--- src/rtl/bus_transfer_sequencer.sv ---
// bus_transfer_sequencer: round-robin arbiter that runs one DataBus transfer at a time
// as drive, load and turnaround phases on ControlSignals.
module bus_transfer_sequencer #(
  parameter int NREQ = 4,
  parameter int CSW  = 16
) (
  input  logic                        clk,
  input  logic                        reset,
  input  logic [NREQ-1:0]             req,
  input  logic [NREQ*$clog2(CSW)-1:0] src_sel,
  input  logic [NREQ*$clog2(CSW)-1:0] dst_sel,
  output logic [NREQ-1:0]             ack,
  output logic                        err,
  output logic                        busy,
  output logic [2:0]                  grant_id,
  output logic [CSW-1:0]              ControlSignals
);
  localparam int SW = $clog2(CSW);
  typedef enum logic [1:0] {IDLE, DRIVE, LOAD, DONE} state_t;
  state_t state, state_n;
  logic [2:0] ptr, ptr_n, gid_n, win, idx;
  logic [SW-1:0] src, dst, src_n, dst_n;
  logic rej, rej_n, found, err_n, busy_n;
  logic [NREQ-1:0] ack_n;
  logic [CSW-1:0] cs_n;
  logic [7:0] req_x;
  logic [7:0][SW-1:0] src_x, dst_x;
  // widen to eight requesters so a 3-bit index selects exactly
  assign req_x = 8'(req);
  assign src_x = (8*SW)'(src_sel);
  assign dst_x = (8*SW)'(dst_sel);
  always_comb begin
    found = 1'b0;
    win = '0;
    idx = '0;
    for (int k = 0; k < NREQ; k++) begin
      idx = 3'((int'(ptr) + k) % NREQ);
      if (!found && req_x[idx]) begin
        found = 1'b1;
        win = idx;
      end
    end
  end
  always_comb begin
    state_n = state;
    ptr_n = ptr;
    gid_n = grant_id;
    src_n = src;
    dst_n = dst;
    rej_n = rej;
    case (state)
      IDLE: if (found) begin
        gid_n = win;
        ptr_n = (win == 3'(NREQ-1)) ? 3'd0 : win + 3'd1;
        src_n = src_x[win];
        dst_n = dst_x[win];
        rej_n = src_x[win] == dst_x[win];
        state_n = rej_n ? DONE : DRIVE;
      end
      DRIVE: state_n = LOAD;
      LOAD: state_n = DONE;
      default: begin
        state_n = IDLE;
        rej_n = 1'b0;
      end
    endcase
    cs_n = (state_n == DRIVE) ? CSW'(1) << src_n :
           (state_n == LOAD) ? (CSW'(1) << src_n) | (CSW'(1) << dst_n) : '0;
    ack_n = (state_n == DONE) ? NREQ'(1) << gid_n : '0;
    err_n = (state_n == DONE) && rej_n;
    busy_n = state_n != IDLE;
  end
  always_ff @(posedge clk or negedge reset)
    if (!reset) begin
      state <= IDLE;
      ptr <= '0;
      src <= '0;
      dst <= '0;
      rej <= 1'b0;
      grant_id <= '0;
      ack <= '0;
      err <= 1'b0;
      busy <= 1'b0;
      ControlSignals <= '0;
    end else begin
      state <= state_n;
      ptr <= ptr_n;
      src <= src_n;
      dst <= dst_n;
      rej <= rej_n;
      grant_id <= gid_n;
      ack <= ack_n;
      err <= err_n;
      busy <= busy_n;
      ControlSignals <= cs_n;
    end
endmodule

--- config.mk ---
export PLATFORM = sky130hd
export DESIGN_NAME = bus_transfer_sequencer
export DESIGN_NICKNAME = d
export VERILOG_FILES = /design/src/rtl/bus_transfer_sequencer.sv
export SDC_FILE = /design/constraint.sdc
export NUM_CORES = 1
export LEC_CHECK = 0
export ABC_AREA = 1
export BUFFER_PORTS_ARGS = -buffer_cell sky130_fd_sc_hd__buf_4
export CAP_MARGIN = 5
export CORE_UTILIZATION = 48
export CTS_BUF_LIST = sky130_fd_sc_hd__clkbuf_8
export DETAILED_ROUTE_END_ITERATION = 16
export PLACE_DENSITY = 0.78
export SYNTH_ARGS = -nofsm -noshare
export SYNTH_HDL_FRONTEND = slang
export SYNTH_SLANG_ARGS = --single-unit
--- constraint.sdc ---
create_clock -name clk -period 2.5 [get_ports clk]
set_input_delay 0.25 -clock clk [delete_from_list [all_inputs] [get_ports clk]]
set_output_delay 0.25 -clock clk [all_outputs]
set_load 0.05 [all_outputs]
==> results.py, run 1 <==
metrics = {
    "timing": {
        "finalSetupViolations": 24,
        "slew_headroom": 0.6075,
        "hold_viol_final": 0,
        "clock_skew_ps": 6.871,
        "timing.hold.ws_ps": 477.1,
        "fin_crit_ps": 2818,
        "fmaxAchievable_mhz": 354.8,
        "rsz0062_at_grt": "yes",
        "tightestPinTransition_ps": 584.9,
        "slew_viol_final": 0,
        "fin_ws_ps": -318.4,
        "fin_crit_sh": 1.127,
    },
    "worst_setup_path": {
        "cp_max_fo": 5,
        "critPathLaunchType": "flop",
        "path_cells": "clkbuf_16, nand2_1, nand2_2, nand2_4, nand2_4, nor2_8, nand3_4, nand2_8, clkbuf_16, nand3b_1, nand3_1, nand2_2, nand2_1, nand2_1, nor2_1, nand2_1, nand2_1, nand2_1, nand2_2, nand2_4, buf_4, inv_4, nand2_4, nor2_2",
        "arrival_ps": 3030,
        "cp_data_required_time_ps": 2710,
        "critPathMostFrequentCell": "nand2_1",
        "crit_path_max_incr_delay_ps": 460,
        "end_kind": "flop",
        "path_class": "reg2reg",
        "slowest_stage": "dfrtp_2",
    },
    "route": {
        "drc": 0,
        "drt-initial-drc-count": 135,
        "vias": 3232,
        "dr.pass1.iters": 5,
        "drtAntennaViolNets": 0,
        "wirelength_um": 8246,
        "routed_via_density": 5.122,
        "avgRoutedWirePerCell_um": 13.07,
    },
    "die": {
        "rows": 28,
        "die_x_um": 80.88,
        "io-pin-count": 63,
        "die_h_um": 80.88,
        "core_area_mm2": 0.005956,
        "start_util": 0.5015,
        "die_area_mm2": 0.006542,
    },
    "synth": {
        "avgSynthCellArea_um2": 6.550,
        "synth_largest_area_cell": "dfrtp_1",
        "yosys.area.top_type_share": 0.3184,
        "ys_types": 32,
        "synth_fp_nets": 497,
        "syn_area_mm2": 0.002987,
        "synth_top_cells_by_area": "dfrtp_1 (32%), nand2_1 (19%), nand3_1 (11%), inv_1 (6.5%), nand2_2 (5.4%)",
        "netlist_instances": 456,
        "ys_ff_latch": 38,
        "synth-seq-area-share": 0.3184,
        "yosys_warnings": 0,
    },
    "clocking": {
        "numCtsBuffers": 5,
        "cts_htree_levels": 2,
        "path_clk_slew_ps": 80,
        "cts_root_buffer": "clkbuf_8",
        "insertion_delay_ps": 290,
        "cts.path.max_buffers": 2,
        "clock_sinks": 38,
        "cts_tree": "done",
    },
    "global_routing": {
        "antenna_found_initial": 0,
        "grt_max_degree": 39,
        "track_usage": 0.2434,
        "grt_overflow": 0,
        "grt_first_pass_wirelength_um": 12690,
        "first_global_vias": 2909,
    },
    "status": {
        "failed_checks": "negative setup slack",
        "outcome": "finished, violations left",
    },
    "final_layout": {
        "final_nets": 598,
        "layout-drive-gt1-share": 0.3777,
        "fillers": 494,
        "n_antenna_cell": 0,
        "area_growth_pct": 39.72,
    },
    "flow_run": {
        "drv_cap": 0,
    },
    "placed_design": {
        "gp_congestion": 0.8499,
        "dpl.hpwl_um": 5595,
        "portBuffers": 62,
    },
    "min_path": {
        "hp-class": "in2async",
    },
}
-- synth_stat cells (all sizes together) --
cell type	count
nand2	187
nand3	68
inv	59
dfrtp	38
nor2	35
a21oi	16
o21ai	16
buf	14
nand3b	7
or2	6
ha	3
clkbuf	2
a21boi	1
a31oi	1
clkinv	1
nand4	1
o211ai	1
-- placed cells by master (no fill, tap or decap), types with 5 or more instances in the layout --
cell and count:
nand2_1 142, buf_4 98, nand3_1 65, inv_1 50
dfrtp_1 37, nand2_2 34, nor2_1 15, nor2_2 15
a21oi_1 12, nand2_4 10, nand3b_1 7, inv_2 6
o21ai_0 6, clkbuf_8 6, o21ai_2 5, or2_2 5
-- sequential cells by signal, summed over array words and instances (netlist names), 2 cells and up --
register        cells
ControlSignals     16
ack                 4
dst                 4
src                 4
grant_id            3
ptr                 2
state               2
-- timing repair --
action / 4_1_cts / 5_1_grt
gates cloned: 0 / 5
setup endpoints to repair: 23 / 24
endpoints found under the hold margin: 38 / 0
gates resized for setup: 10 / 48
setup buffers: 1 / 2
hold buffers: 1 / 0
pin swaps: 0 / 3
-- critical path: cells and delay by family (launching register included) --
| family | cells | cell delay (ps) |
|---|---|---|
| simple gates | 20 | 1750 |
| buf+inv | 4 | 530 |
| flops | 1 | 460 |
-- per-layer routing --
layer	vias to the layer above	wire length, um	track usage
met5	-	0	0
met4	0	67	0.04464
met3	8	356	0.03708
met2	84	4258	0.4370
met1	1517	3563	0.3089
li1	1623	-	-
-- cell families (layout without fill, tap and decap cells) --
logic type / Yosys count / after routing / share of synthesized area
AND/OR/NAND/NOR: 304 / 305 / 0.4809
flip-flops: 38 / 38 / 0.3184
AO/OA/AOI/OAI: 35 / 35 / 0.06829
buffers and inverters: 76 / 175 / 0.1198
adder cells (fa/ha/maj): 3 / 3 / 0.01257
-- area by class of cell --
type / instances / area, um2 / share of cell area
Multi-Input combinational cell: 343 / 1863 / 0.4465
Tap cell: 75 / 93.84 / 0.02249
Clock buffer: 6 / 82.58 / 0.01979
Inverter: 60 / 232.7 / 0.05577
Timing Repair Buffer: 109 / 948.4 / 0.2273
Sequential cell: 38 / 952.2 / 0.2282
-- final timing paths --
check	startpoint	to	slack, ps	cells past startpoint
max	ptr[0]	ack[2]	-320	24
min	reset	ControlSignals[12]	480	2
max reg2reg	ptr[0]	ack[2]	-320	24
min reg2reg	grant_id[2]	grant_id[2]	590	2
max in group asynchronous	reset	ptr[0]	1660	2
min in group clk	src_sel[13]	src[1]	540	6
-- metrics by stage --
step / TNS, ps / worst slack [ps] / utilization / cell area [um2] / cells
after floorplan: 0 / 67.36 / - / 2987 / 456
after global placement: -3149 / -161.1 / 0.6311 / 3759 / 616
after detailed placement: -4599 / -263.2 / 0.6311 / 3759 / 616
after CTS: -3577 / -186.2 / 0.6523 / 3885 / 624
after global routing: -10380 / -466.7 / 0.7006 / 4173 / 631
final: -6645 / -318.4 / 0.7006 / 4173 / 631
Power of run 1 is not shown: default switching activity piles up to over one toggle a cycle in this logic, so the estimate is an artifact.
==> inputs of run 2 (changes only) <==
--- a/config.mk
+++ b/config.mk
@@ -11,7 +11,7 @@
 export CORE_UTILIZATION = 48
 export CTS_BUF_LIST = sky130_fd_sc_hd__clkbuf_8
 export DETAILED_ROUTE_END_ITERATION = 16
-export PLACE_DENSITY = 0.78
+export PLACE_DENSITY = 0.74
 export SYNTH_ARGS = -nofsm -noshare
 export SYNTH_HDL_FRONTEND = slang
 export SYNTH_SLANG_ARGS = --single-unit
==> run 2 against run 1 <==
The flow still finishes with violations (negative setup slack). Critical endpoint is now ControlSignals[13]. Count of clock-buffer cells in the layout is the same. Critical path type unchanged. Routed wire length shrank 0.40%. Critical path depth is the same.
==> results.py, run 2 (same netlist as run 1, synthesis figures left out) <==
metrics = {
    "route": {
        "drc": 0,
        "wl_met3_um": 321,
        "met1_length_um": 3629,
        "avgRoutedWirePerCell_um": 12.89,
        "dr.max_layer_used": "met4",
        "drt-initial-drc-count": 135,
        "vias": 3234,
        "wl_met2_um": 4192,
        "drtAntennaViolNets": 0,
        "dr.pass1.iters": 4,
        "routed_via_density": 5.077,
        "wirelength_um": 8213,
    },
    "die": {
        "core_area_mm2": 0.005956,
        "die_h_um": 80.88,
        "die_x_um": 80.88,
        "start_util": 0.5015,
        "rows": 28,
        "io-pin-count": 63,
        "die_area_mm2": 0.006542,
    },
    "min_path": {
        "hp-class": "in2async",
    },
    "worst_setup_path": {
        "critPathLaunchType": "flop",
        "reg2reg_to": "ControlSignals[13]",
        "cp_data_required_time_ps": 2680,
        "arrival_ps": 2950,
        "end_kind": "flop",
        "r2r_cells": 24,
        "rr_startpoint": "ptr[0]",
        "path_class": "reg2reg",
        "crit_path_max_incr_delay_ps": 410,
        "cp_max_fo": 8,
        "slowest_stage": "dfrtp_2",
        "cp.depth": 24,
        "critPathLaunch": "ptr[0]",
        "cp_num_buf_inv": 4,
        "endpoint": "ControlSignals[13]",
        "path_cells": "buf_6, nand2_2, nand3_2, nand2_4, inv_1, nand2_2, nor2_4, nand2_8, buf_12, nand3b_1, nand2_1, nand2_1, nand2_1, nand2_1, nand2_1, nor2_1, nand2_1, nand2_2, nand2_2, nand2_4, nand2_8, clkbuf_16, nand3_1, nand2_1",
        "ff2ff_setup_slack_ps": -260,
        "crit_family": "simple AND/OR/NAND/NOR gates",
        "critPathMostFrequentCell": "nand2_1",
    },
    "placed_design": {
        "gp_congestion": 0.9074,
        "portBuffers": 62,
        "dpl.cell_count": 612,
        "dpl.hpwl_um": 5478,
    },
    "status": {
        "failed_checks": "negative setup slack",
        "outcome": "finished, violations left",
    },
    "timing": {
        "clock_skew_ps": 5.956,
        "timing.hold.ws_ps": 456.4,
        "hold_viol_final": 0,
        "fmaxAchievable_mhz": 361.7,
        "finalSetupViolations": 23,
        "slew_viol_final": 0,
        "fin_ws_ps": -264.7,
        "tightestPinTransition_ps": 1098,
        "rsz0062_at_grt": "yes",
        "fin_crit_ps": 2765,
        "fin_crit_sh": 1.106,
        "slew_headroom": 0.2631,
    },
    "clocking": {
        "cts_htree_levels": 2,
        "cts.path.max_buffers": 2,
        "path_clk_slew_ps": 80,
        "cts_tree": "done",
        "insertion_delay_ps": 290,
        "numCtsBuffers": 5,
        "cts_root_buffer": "clkbuf_8",
        "clock_sinks": 38,
    },
    "global_routing": {
        "antenna_found_initial": 0,
        "track_usage": 0.2399,
        "grt_overflow": 0,
        "grt_first_pass_wirelength_um": 12460,
        "grt_max_degree": 39,
        "first_global_vias": 2910,
    },
    "final_layout": {
        "fillers": 493,
        "largest_reg_flops": 16,
        "final_cell_mix": "nand2_1 (137), buf_4 (99), inv_1 (50)",
        "final_nets": 602,
        "layout_commonest_cell": "nand2_1",
        "post-route-util": 0.7170,
        "regMostFlops": "ControlSignals",
        "area_growth_pct": 42.98,
        "layout-drive-gt1-share": 0.3986,
        "n_antenna_cell": 0,
        "finalNonFillerCells": 637,
    },
    "flow_run": {
        "drv_cap": 0,
    },
}
[run 2: worst reg2reg max path, cell delays in order, from the launching register on]
cell	delay [ps]
dfrtp_2	410
buf_6	150
nand2_2	80
nand3_2	110
nand2_4	80
inv_1	90
nand2_2	100
nor2_4	170
nand2_8	120
buf_12	160
nand3b_1	110
nand2_1	60
nand2_1	60
nand2_1	60
nand2_1	60
nand2_1	60
nor2_1	100
nand2_1	80
nand2_2	70
nand2_2	60
nand2_4	80
nand2_8	90
clkbuf_16	190
nand3_1	70
nand2_1	50
[run 2: final cells by class]
type | count | area, um2 | area share
multi-input combinational | 344 | 1937 | 0.4536
tap | 75 | 93.84 | 0.02197
sequential | 38 | 953.4 | 0.2233
clock buffer | 6 | 82.58 | 0.01934
timing repair buffer | 112 | 958.4 | 0.2244
inverter | 60 | 232.7 | 0.05450
clock inverter | 2 | 12.51 | 0.002930
[run 2: how the worst min path moves through the flow]
stage | endpoint | slack, ps | cells after the start
6_report | grant_id[0] | 460 | 2
5_1_grt | grant_id[0] | 500 | 2
4_1_cts | grant_id[0] | 470 | 2
3_5_place_dp | grant_id[0] | 240 | 1
3_3_place_gp | ptr[0] | 230 | 1
2_1_floorplan | ControlSignals[0] | -50 | 0
[run 2: what timing repair did]
action                                  4_1_cts  5_1_grt
pin swaps                                     2       15
resized for setup                             8       61
buffers inserted                              1        7
cloned                                        0        8
hold buffers                                  1        0
hold endpoints to repair                     38        0
endpoints found under the setup margin       22       24
[run 2: per-stage QoR]
| step | cell area, um2 | setup TNS [ps] | setup WS [ps] |
|---|---|---|---|
| floorplan | 2987 | 0 | 67.36 |
| global route | 4270 | -9312 | -428.6 |
| CTS | 3885 | -2752 | -158.3 |
| global placement | 3729 | -1586 | -101.3 |
| finish | 4270 | -5242 | -264.7 |
| detailed placement | 3729 | -3479 | -188.1 |
[run 2: per-layer routing]
layer | up-vias | GRT usage
met5 | - | 0
met4 | 0 | 0.05179
met3 | 8 | 0.03933
met2 | 78 | 0.4395
met1 | 1513 | 0.2922
li1 | 1635 | -
Power of run 2 is left out for the same reason.
==> inputs of run 3 (changes only) <==
--- a/config.mk
+++ b/config.mk
@@ -11,6 +11,7 @@
 export CORE_UTILIZATION = 48
 export CTS_BUF_LIST = sky130_fd_sc_hd__clkbuf_8
 export DETAILED_ROUTE_END_ITERATION = 16
+export MAX_ROUTING_LAYER = met4
 export PLACE_DENSITY = 0.74
 export SYNTH_ARGS = -nofsm -noshare
 export SYNTH_HDL_FRONTEND = slang
==> run 3 against run 2 <==
The flow still finishes with violations (negative setup slack). Routed wire length is 4.4% higher. First-iteration DRC count is 25% higher. Non-clock buffer count stayed put. Largest cell class unchanged. Utilization is 0.27 points lower. Worst setup slack worse by 9.6 ps. Via count is 2.7% higher. Sequential share of layout area is 0.056 points higher. Clock skew is 1.9 ps higher. Die area stayed put.
==> results.py, run 3 (same netlist as run 1, synthesis figures left out) <==
metrics = {
    "timing": {
        "finalSetupViolations": 24,
        "clock_skew_ps": 7.868,
        "hold_viol_final": 0,
        "tightestPinTransition_ps": 752.1,
        "rsz0062_at_grt": "yes",
        "slew_headroom": 0.4985,
        "slew_viol_final": 0,
        "timing.hold.ws_ps": 448.9,
        "fmaxAchievable_mhz": 360.4,
        "fin_crit_sh": 1.110,
        "fin_ws_ps": -274.3,
        "fin_crit_ps": 2774,
        "setup-tns-final_ps": -5421,
    },
    "clocking": {
        "numCtsBuffers": 5,
        "cts.path.max_buffers": 2,
        "cts_htree_levels": 2,
        "clock_sinks": 38,
        "cts_tree": "done",
        "path_clk_slew_ps": 80,
        "cts_root_buffer": "clkbuf_8",
        "insertion_delay_ps": 300,
    },
    "final_layout": {
        "n_antenna_cell": 0,
        "regMostFlops": "ControlSignals",
        "area_growth_pct": 42.44,
        "final_nets": 602,
        "layout_commonest_cell": "nand2_1",
        "layout-drive-gt1-share": 0.3790,
        "final_cell_mix": "nand2_1 (135), buf_4 (99), nand3_1 (61)",
        "largest_reg_flops": 16,
    },
    "status": {
        "failed_checks": "negative setup slack",
        "outcome": "finished, violations left",
    },
    "worst_setup_path": {
        "path_class": "reg2reg",
        "arrival_ps": 2960,
        "critPathMostFrequentCell": "nand2_1",
        "cp_num_buf_inv": 4,
        "rr_startpoint": "ptr[0]",
        "cp_data_required_time_ps": 2690,
        "crit_path_max_incr_delay_ps": 420,
        "slowest_stage": "dfrtp_1",
        "end_kind": "flop",
        "critPathLaunch": "ptr[0]",
        "crit_family": "simple AND/OR/NAND/NOR gates",
        "critPathLaunchType": "flop",
        "path_cells": "inv_2, nand2_1, nand3_2, nand2_4, inv_2, nand2_4, nor2_4, nand2_8, clkbuf_16, nand3_1, nand3_1, nand2_1, nand2_1, o21ai_4, nor2_1, buf_4, nand2_1, nor2_2, a21oi_1, nor2_1, nand2_2, nand2_2",
        "cp_max_fo": 7,
    },
    "global_routing": {
        "antenna_found_initial": 0,
        "first_global_vias": 3054,
        "grt_first_pass_wirelength_um": 13250,
        "grt_max_degree": 39,
        "track_usage": 0.2646,
        "grt_overflow": 0,
    },
    "die": {
        "core_area_mm2": 0.005956,
        "io-pin-count": 63,
        "die_h_um": 80.88,
        "rows": 28,
        "die_area_mm2": 0.006542,
        "die_x_um": 80.88,
        "start_util": 0.5015,
    },
    "route": {
        "drtAntennaViolNets": 0,
        "drt-initial-drc-count": 169,
        "routed_via_density": 5.215,
        "drc": 0,
        "dr.pass1.iters": 5,
        "vias": 3322,
        "wirelength_um": 8576,
        "avgRoutedWirePerCell_um": 13.46,
    },
    "flow_run": {
        "drv_cap": 0,
    },
    "placed_design": {
        "portBuffers": 62,
        "gp_congestion": 0.9111,
        "dpl.hpwl_um": 5596,
    },
    "min_path": {
        "hp-class": "in2async",
    },
}
[run 3: changes by cell type in the layout (fill, tap and decap cells not counted), moves of 2 or more]
cell and delta:
inv_4 -2, nand2_1 -2, nand2_2 +2, nand2_4 -2
nand2_8 +2, nand3_1 +12, nand3_2 -13
[run 3: repair_timing]
| action | 4_1_cts | 5_1_grt |
|---|---|---|
| gates resized for setup | 19 | 42 |
| pin swaps | 4 | 6 |
| hold buffers | 1 | 0 |
| setup endpoints to repair | 22 | 24 |
| setup buffers | 6 | 3 |
| gates cloned | 0 | 6 |
| endpoints found under the hold margin | 38 | 0 |
[run 3: final timing paths]
| check | end | slack [ps] | cells past startpoint |
|---|---|---|---|
| setup / recovery | ControlSignals[7] | -270 | 22 |
| hold / removal | grant_id[0] | 450 | 2 |
| setup reg to reg | ControlSignals[7] | -270 | 22 |
| hold reg to reg | grant_id[2] | 590 | 2 |
| max in group asynchronous | ptr[1] | 1700 | 2 |
| min in group clk | src[1] | 520 | 6 |
[run 3: per-stage QoR]
stage	cell area, um2	util	setup slack, ps	cells
2_1_floorplan	2987	-	67.36	456
3_3_place_gp	3736	0.6273	-125.3	613
3_5_place_dp	3736	0.6273	-208.7	613
4_1_cts	3969	0.6664	-124.4	628
5_1_grt	4254	0.7143	-440.5	637
6_report	4254	0.7143	-274.3	637
[run 3: routing by layer]
metal / up-vias / routed length (um) / track usage
met5: - / 0 / -
met4: 0 / 140 / 0.08214
met3: 21 / 352 / 0.04157
met2: 115 / 4336 / 0.4571
met1: 1549 / 3747 / 0.3141
li1: 1637 / - / -
[run 3: layout make-up]
class	count	area (um2)
Clock inverter	3	40.04
Fill cell	479	1702
Tap cell	75	93.84
Clock buffer	5	68.82
Timing Repair Buffer	112	964.7
Inverter	60	232.7
Sequential cell	38	952.2
Multi-Input combinational cell	344	1902
Power of run 3 is left out for the same reason.
